--- config.mk ---
export PLATFORM = sky130hd
export DESIGN_NAME = logica_recibir_rtc_hacia_mem_local
export DESIGN_NICKNAME = d
export VERILOG_FILES = /design/src/rtl/logica_recibir_rtc_hacia_mem_local.sv
export SDC_FILE = /design/constraint.sdc
export NUM_CORES = 1
export LEC_CHECK = 0
export ABC_AREA = 0
export ABC_CLOCK_PERIOD_IN_PS = 9200
export CAP_MARGIN = 20
export CORE_UTILIZATION = 50
export DETAILED_ROUTE_END_ITERATION = 8
export PLACE_DENSITY = 0.74
export SLEW_MARGIN = 20
export SYNTH_ARGS = -nofsm -noshare
export SYNTH_HDL_FRONTEND = slang
export SYNTH_SLANG_ARGS = --single-unit
export TNS_END_PERCENT = 100
--- constraint.sdc ---
create_clock -name clk -period 9.2 [get_ports clk]
set_clock_uncertainty 0.2 [all_clocks]
set_input_delay 1.38 -clock clk [delete_from_list [all_inputs] [get_ports clk]]
set_output_delay 1.38 -clock clk [all_outputs]
set_load 0.1 [all_outputs]
--- src/rtl/logica_recibir_rtc_hacia_mem_local.sv ---
// -----------------------------------------------------------------------------
// logica_recibir_rtc_hacia_mem_local
// Read-side sequencer between the RTC interface and the local time/date/timer
// memory. A start pulse launches a burst that requests addresses 0..N_REG-1
// one at a time. Each returned byte is captured into a shadow buffer. Only a
// clean burst (no timeout, no bad BCD) is copied to the outputs, and the copy
// happens in a single cycle, so downstream memory never sees a partial or
// corrupt snapshot.
//
// Ports
//   clk             system clock
//   reset           asynchronous, active-high
//   start_lectura   1-cycle pulse; starts a burst (ignored while busy)
//   in_dato_rtc     byte returned by the RTC interface
//   in_dato_valido  in_dato_rtc valid this cycle (honoured only while waiting)
//   out_rd_req      1-cycle read request to the RTC interface
//   out_addr_rtc    address of the current request (held between requests)
//   out_busy        high whenever the sequencer is not idle
//   out_done        1-cycle pulse at burst end (success or failure)
//   out_error       sticky timeout/bad-BCD flag, cleared by an accepted start
//   out_seg_hora .. out_hora_timer   committed registers for addresses 0..9
// -----------------------------------------------------------------------------
module logica_recibir_rtc_hacia_mem_local #(
   parameter int N_REG       = 10,
   parameter int TIMEOUT_CYC = 255,
   parameter bit CHECK_BCD   = 1'b1
) (
   input  logic       clk,
   input  logic       reset,
   input  logic       start_lectura,
   input  logic [7:0] in_dato_rtc,
   input  logic       in_dato_valido,
   output logic       out_rd_req,
   output logic [3:0] out_addr_rtc,
   output logic       out_busy,
   output logic       out_done,
   output logic       out_error,
   output logic [7:0] out_seg_hora,
   output logic [7:0] out_min_hora,
   output logic [7:0] out_hora_hora,
   output logic [7:0] out_dia_fecha,
   output logic [7:0] out_mes_fecha,
   output logic [7:0] out_jahr_fecha,
   output logic [7:0] out_dia_semana,
   output logic [7:0] out_seg_timer,
   output logic [7:0] out_min_timer,
   output logic [7:0] out_hora_timer
);

   typedef enum logic [2:0] {
      ST_IDLE   = 3'd0,
      ST_REQ    = 3'd1,
      ST_WAIT   = 3'd2,
      ST_COMMIT = 3'd3,
      ST_ABORT  = 3'd4
   } state_t;

   localparam logic [3:0] LAST_IDX   = 4'(N_REG - 1);
   localparam logic [7:0] TIMER_LAST = 8'(TIMEOUT_CYC - 1);

   state_t     r_state;
   state_t     w_state_n;
   logic [3:0] r_idx;
   logic [7:0] r_timer;
   logic       r_bad;
   logic       r_rd_req;
   logic       r_busy;
   logic       r_done;
   logic       r_error;
   logic [7:0] r_shadow [0:N_REG-1];
   logic [7:0] r_out    [0:N_REG-1];
   logic [7:0] w_out    [0:9];
   logic       w_last;
   logic       w_expira;
   logic       w_dato_malo;

   // A byte is not valid BCD when either nibble exceeds 9.
   function automatic logic f_bcd_invalido(input logic [7:0] dato);
      return (dato[7:4] > 4'd9) || (dato[3:0] > 4'd9);
   endfunction

   assign w_last      = (r_idx == LAST_IDX);
   assign w_expira    = (r_timer == TIMER_LAST);
   assign w_dato_malo = CHECK_BCD && f_bcd_invalido(in_dato_rtc);

   // State register.
   always_ff @(posedge clk or posedge reset) begin
      if (reset) begin
         r_state <= ST_IDLE;
      end else begin
         r_state <= w_state_n;
      end
   end

   // Next-state logic; returned data takes priority over timer expiry.
   always_comb begin
      w_state_n = r_state;
      case (r_state)
         ST_IDLE: begin
            if (start_lectura) w_state_n = ST_REQ;
            else               w_state_n = ST_IDLE;
         end
         ST_REQ: begin
            w_state_n = ST_WAIT;
         end
         ST_WAIT: begin
            if (in_dato_valido) begin
               if (w_last) w_state_n = ST_COMMIT;
               else        w_state_n = ST_REQ;
            end else if (w_expira) begin
               w_state_n = ST_ABORT;
            end else begin
               w_state_n = ST_WAIT;
            end
         end
         ST_COMMIT: w_state_n = ST_IDLE;
         ST_ABORT:  w_state_n = ST_IDLE;
         default:   w_state_n = ST_IDLE;
      endcase
   end

   // Datapath and registered outputs; rd_req/busy are derived from the next
   // state so they line up with the state they describe.
   always_ff @(posedge clk or posedge reset) begin
      if (reset) begin
         r_idx    <= 4'd0;
         r_timer  <= 8'd0;
         r_bad    <= 1'b0;
         r_rd_req <= 1'b0;
         r_busy   <= 1'b0;
         r_done   <= 1'b0;
         r_error  <= 1'b0;
         for (int i = 0; i < N_REG; i++) begin
            r_shadow[i] <= 8'd0;
            r_out[i]    <= 8'd0;
         end
      end else begin
         r_rd_req <= (w_state_n == ST_REQ);
         r_busy   <= (w_state_n != ST_IDLE);
         r_done   <= (r_state == ST_COMMIT) || (r_state == ST_ABORT);
         case (r_state)
            ST_IDLE: begin
               if (start_lectura) begin
                  r_idx   <= 4'd0;
                  r_bad   <= 1'b0;
                  r_error <= 1'b0;
               end
            end
            ST_REQ: begin
               r_timer <= 8'd0;
            end
            ST_WAIT: begin
               if (in_dato_valido) begin
                  r_shadow[r_idx] <= in_dato_rtc;
                  if (w_dato_malo) r_bad <= 1'b1;
                  if (!w_last)     r_idx <= r_idx + 4'd1;
               end else if (!w_expira) begin
                  r_timer <= r_timer + 8'd1;
               end
            end
            ST_COMMIT: begin
               if (!r_bad) begin
                  for (int i = 0; i < N_REG; i++) r_out[i] <= r_shadow[i];
               end else begin
                  r_error <= 1'b1;
               end
            end
            ST_ABORT: begin
               r_error <= 1'b1;
            end
            default: begin
               r_error <= r_error;
            end
         endcase
      end
   end

   // Map committed registers onto the ten named outputs; unused slots read 0.
   for (genvar g = 0; g < 10; g++) begin : g_map
      if (g < N_REG) begin : g_on
         assign w_out[g] = r_out[g];
      end else begin : g_off
         assign w_out[g] = 8'd0;
      end
   end

   assign out_rd_req     = r_rd_req;
   assign out_addr_rtc   = r_idx;
   assign out_busy       = r_busy;
   assign out_done       = r_done;
   assign out_error      = r_error;
   assign out_seg_hora   = w_out[0];
   assign out_min_hora   = w_out[1];
   assign out_hora_hora  = w_out[2];
   assign out_dia_fecha  = w_out[3];
   assign out_mes_fecha  = w_out[4];
   assign out_jahr_fecha = w_out[5];
   assign out_dia_semana = w_out[6];
   assign out_seg_timer  = w_out[7];
   assign out_min_timer  = w_out[8];
   assign out_hora_timer = w_out[9];

endmodule

### After elaboration in Yosys (flattened, before gate mapping)

Cells that the tools add are included.

| storage, ports and cells | value |
|---|---|
| bits in registers | 180 |
| output and inout port bits | 88 |

| cells by class | value |
|---|---|
| multiplexer cells | 21 |
| bitwise gates (word level) | 2 |
| equal/unequal tests | 14 |
| reduce and logical (&&, ||, !) cells | 14 |
| $add $sub $neg | 2 |
| $lt $le $gt $ge | 4 |

Operators by type and width:

| operator | number |
|---|---|
| $bwmux 80 | 1 |
| $demux 8 s4 | 1 |
| $mux 8 | 3 |
| $pmux 8 s2 | 1 |
| $ne 2x2->1 const B | 7 |
| $mux 4 | 3 |
| $pmux 3 s3 | 1 |
| $add 8x1->8 const B | 1 |
| $eq 8x8->1 const B | 1 |
| $gt 4x4->1 const B | 2 |
| $pmux 4 s2 | 1 |
| $reduce_and 4->1 | 2 |
| $eq 3x1->1 const B | 2 |
| $eq 3x2->1 const B | 2 |
| $mux 3 | 2 |
| $reduce_and 3->1 | 2 |
| $reduce_bool 3->1 | 2 |
| $ge 5x5->1 const B | 1 |
| $lt 5x1->1 const B | 1 |
| $mux 1 | 5 |
| $not 4->5 | 1 |
| $add 4x1->4 const B | 1 |
| $eq 4x4->1 const B | 1 |
| $reduce_and 2->1 | 2 |
| other kinds (9) | 11 |

### Logic depth before layout (Yosys ltp)

| depth | value |
|---|---|
| depth after elaboration | 6 |
| depth in mapped cells | 6 |
| gate-level depth less buffers | 6 |

### Least setup slack after synthesis

OpenSTA, ideal clock, no wires.

| timing | value |
|---|---|
| kind | input to register |
| from | input port in_dato_valido |
| to | register r_timer[5] |
| buffers on the path | 1 |
| setup slack | 6.320 ns |
| stages on the path | 5 |
| arrival time | 2.551 ns |
| required time | 8.871 ns |
| cell sequence | or4b_1 buf_2 a211o_1 o211ai_1 o31ai_1 |

| between the ends | value |
|---|---|
| word-level cells in the longest chain between the ends | 2 |

RTL lines:

| item | RTL line | text |
|---|---|---|
| start: declaration | 32 | `input logic in_dato_valido,` |
| $ne 2x2->1 (no line) | -- |  |
| $reduce_and 3->1 (no line) | -- |  |
| end signal: assignment | 158 | `r_timer <= r_timer + 8'd1;` |
| end: declaration | 64 | `logic [7:0] r_timer;` |

No other way between the ends.
A chain may end at the register's enable or synchronous reset.

### Worst setup path after layout

| timing | value |
|---|---|
| from | register r_idx[0], in the netlist out_addr_rtc[0] |
| to | output port out_addr_rtc[0] |

RTL lines:

| item | RTL line | text |
|---|---|---|
| start: declaration | 63 | `logic [3:0] r_idx;` |
| start signal: assignment | 156 | `if (!w_last) r_idx <= r_idx + 4'd1;` |
| end: declaration | 34 | `output logic [3:0] out_addr_rtc,` |

No word-level cell between the ends.

==> results.md <==
* Run status: complete, no violations
* CP peak stage delay at 1190 ps
* Die Width at 120.9 um
* FILL cells at 1000
* Initial antenna violation count at 0
* TritonCTS clock tree: built
* Pwr dens at 299.5 nW/um2
* Row count at 43
* CP Launch Type: flip-flop
* Wire per inst at 19.02 um
* Drt first pass iters at 5
* Largest net degree at the start of global routing at 98
* Max VDD drop at 0.0002576 V
* Clock root buffer: clkbuf_16
* Most frequent cells in the layout: 180 x dfrtp_1, 157 x mux2_2, 99 x clkdlybuf4s50_1
* PostCTS Resize Cnt at 0
* Crit-path leading delay family: buffers and inverters
* Synthesis Warnings at 0
* # clock sinks at 180
* Global-route wire length before repair at 23200 um
* Post-CTS setup buffer count at 0
* Bufs and invs on worst path at 1
* Clock Path Buffers at 2
* Layout net count at 578
* Worst relative slew slack at 28.51%
* HPWL after detailed placement at 9172 um
* Initial Utilization at 51.08%
* Period utilization at 40.14%
* Synthesized Nets at 480
* Top cell type's share of synthesized area at 63.77%
* Core ar. at 13830 um2
* Post-route ant nets at 0
* Number of synthesized flops with an enable pin at 0
* Max-slew violation count at 0
* Vias in the first global route at 4312
* Cell taking the most area after synthesis: dfrtp_1
* Die area at 14610 um2
* Synth area leaders: dfrtp_1 64%, mux2_2 25%, nand2_1 1.2%
* Critical Path, Cell by Cell: clkdlybuf4s50_1
* CP arrival at 2110 ps
* Seq/Total Area, Yosys at 63.77%
* CTS Buf Count at 17
* Remaining DRCs at 0
* CP max FO at 6
* Worst-path clk slew at 60 ps
* Synth Flop Type: dfrtp_1
* Yosys reg bits at 180
* F_max at 270.8 MHz
* Leakage Power at 4.205 nW
* Gr usage total at 21.56%
* Final core occ at 63.40%
* Most common cell after layout, fill and taps aside: dfrtp_1
* Post-synth cell types at 41
* RSZ-0062 raised after global routing: false
* Chip Height at 120.9 um
* Port bufs at 99
* Ratio of cells with drive above 1 in the final layout at 33.74%
* Max_cap viols at 0
* Syn Area/Cell at 15.29 um2
* Actual slew at the worst max-slew pin at 1072 ps
* Clock latency on the worst-skew pair at 430 ps
* # IOs at 100
* Post-Synthesis Cells at 462
* Hold crit path type: flip-flop to flip-flop
* Slowest-stage cell, CP: clkdlybuf4s50_1
* H-tree levels at 4
* Critical Path Sink Type: output pin
* Final WL at 14310 um
* Reg-to-reg slack, setup at 6500 ps
* Final setup fails at 0
* Total vias in the final route at 4084
* Initial drt markers at 306
* Async SR Flop Fraction at 100.0%
* Final Hold Vio Count at 0
* Gpl congestion at 0.8511
* Setup TNS at 0 ps
* # diodes at 0
* CP Class: flip-flop to output pin
* Req. time, crit path at 7620 ps
* CTS Hold Buffers Added at 0
* Congestion Overflow GR at 0
* Area grow syn2layout at 24.11%
* Post-layout min period at 3693 ps
* Vias per cell at 5.431
* Synth Cell Area at 7063 um2
-- cells by family after synthesis --
kind of cell | count (synthesis) | synth area share [%]
multiplexers | 163 | 25.95
AO/OA/AOI/OAI | 23 | 2.409
buffers and inverters | 30 | 1.860
adder cells (fa/ha/maj) | 6 | 1.063
flip-flops | 180 | 63.77
XOR/XNOR | 4 | 0.4961
AND/OR/NAND/NOR | 56 | 4.446
-- synthesized netlist by cell type, types with 2 or more instances --
| master | instances |
|---|---|
| o21ai_0 | 6 |
| nor2b_1 | 2 |
| mux2i_1 | 2 |
| buf_2 | 12 |
| xnor2_1 | 3 |
| nand3_1 | 5 |
| buf_1 | 2 |
| clkbuf_1 | 7 |
| nor4_1 | 2 |
| nand2_1 | 23 |
| dfrtp_1 | 180 |
| mux2_2 | 157 |
| o211ai_1 | 3 |
| a21o_1 | 2 |
| inv_1 | 8 |
| a21oi_1 | 5 |
| a211o_1 | 2 |
| nor2_1 | 9 |
| or3_1 | 2 |
| ha_1 | 6 |
| mux2_1 | 4 |
-- cell type report --
type	instances	area [um2]	area share, %
Clock inverter	10	108.9	1.242
Tap cell	180	225.2	2.569
Multi-Input combinational cell	252	2432	27.75
Timing Repair Buffer	101	1010	11.52
Sequential cell	180	4504	51.38
Inverter	8	35.03	0.3997
Clock buffer	21	450.4	5.138
-- stage by stage --
stage / area [um2] / instances / hold slack, ps / worst slack (ps) / power, mW
3_5_place_dp: 8203 / 721 / 284.8 / 5386 / 1.953
6_report: 8766 / 752 / 298.5 / 5507 / 2.626
2_1_floorplan: 7063 / 462 / 258.5 / 2733 / 1.731
5_1_grt: 8766 / 752 / 319.4 / 5442 / 2.727
4_1_cts: 8762 / 752 / 299.2 / 5500 / 2.644
3_3_place_gp: 8203 / 721 / 270.8 / 5451 / 1.934
-- registers in the layout, summed over array words and instances, names as in the netlist --
signal and cells:
r_shadow 80, out_dia_fecha 8, out_dia_semana 8, out_hora_hora 8, out_hora_timer 8, out_jahr_fecha 8, out_mes_fecha 8, out_min_hora 8
out_min_timer 8, out_seg_hora 8, out_seg_timer 8, r_timer 8, out_addr_rtc 4, r_state 3, out_busy 1, out_done 1
out_error 1, out_rd_req 1, r_bad 1
-- report_power, final --
| part | switching (mW) | total, mW | internal, mW |
|---|---|---|---|
| Sequential | 0.0886 | 1.01 | 0.918 |
| Combinational | 0.670 | 0.930 | 0.261 |
| Clock | 0.286 | 0.689 | 0.403 |
| Total | 1.04 | 2.63 | 1.58 |
-- routing by layer --
| layer | GRT usage (%) | part of all wire, % |
|---|---|---|
| met3 | 5.075 | 4.3 |
| met4 | 8.102 | 1.8 |
| met5 | 0 | 0 |
| met2 | 32.57 | 48 |
| met1 | 30.41 | 46 |
-- worst paths after layout --
| path | cells past startpoint | to | from |
|---|---|---|---|
| max | 1 | out_addr_rtc[0] | out_addr_rtc[0]$_DFFE_PP0P_ |
| min reg2reg | 1 | out_dia_fecha[0]$_DFFE_PP0P_ | r_shadow[48]$_DFFE_PP0P_ |
| max in group asynchronous | 3 | r_shadow[7]$_DFFE_PP0P_ | reset |
| min | 1 | out_dia_fecha[0]$_DFFE_PP0P_ | r_shadow[48]$_DFFE_PP0P_ |
| max reg2reg | 5 | out_hora_hora[2]$_DFFE_PP0P_ | r_state[0]$_DFF_PP0_ |
| min in group asynchronous | 2 | out_hora_timer[1]$_DFFE_PP0P_ | reset |
(Power assumes the default switching activity.)
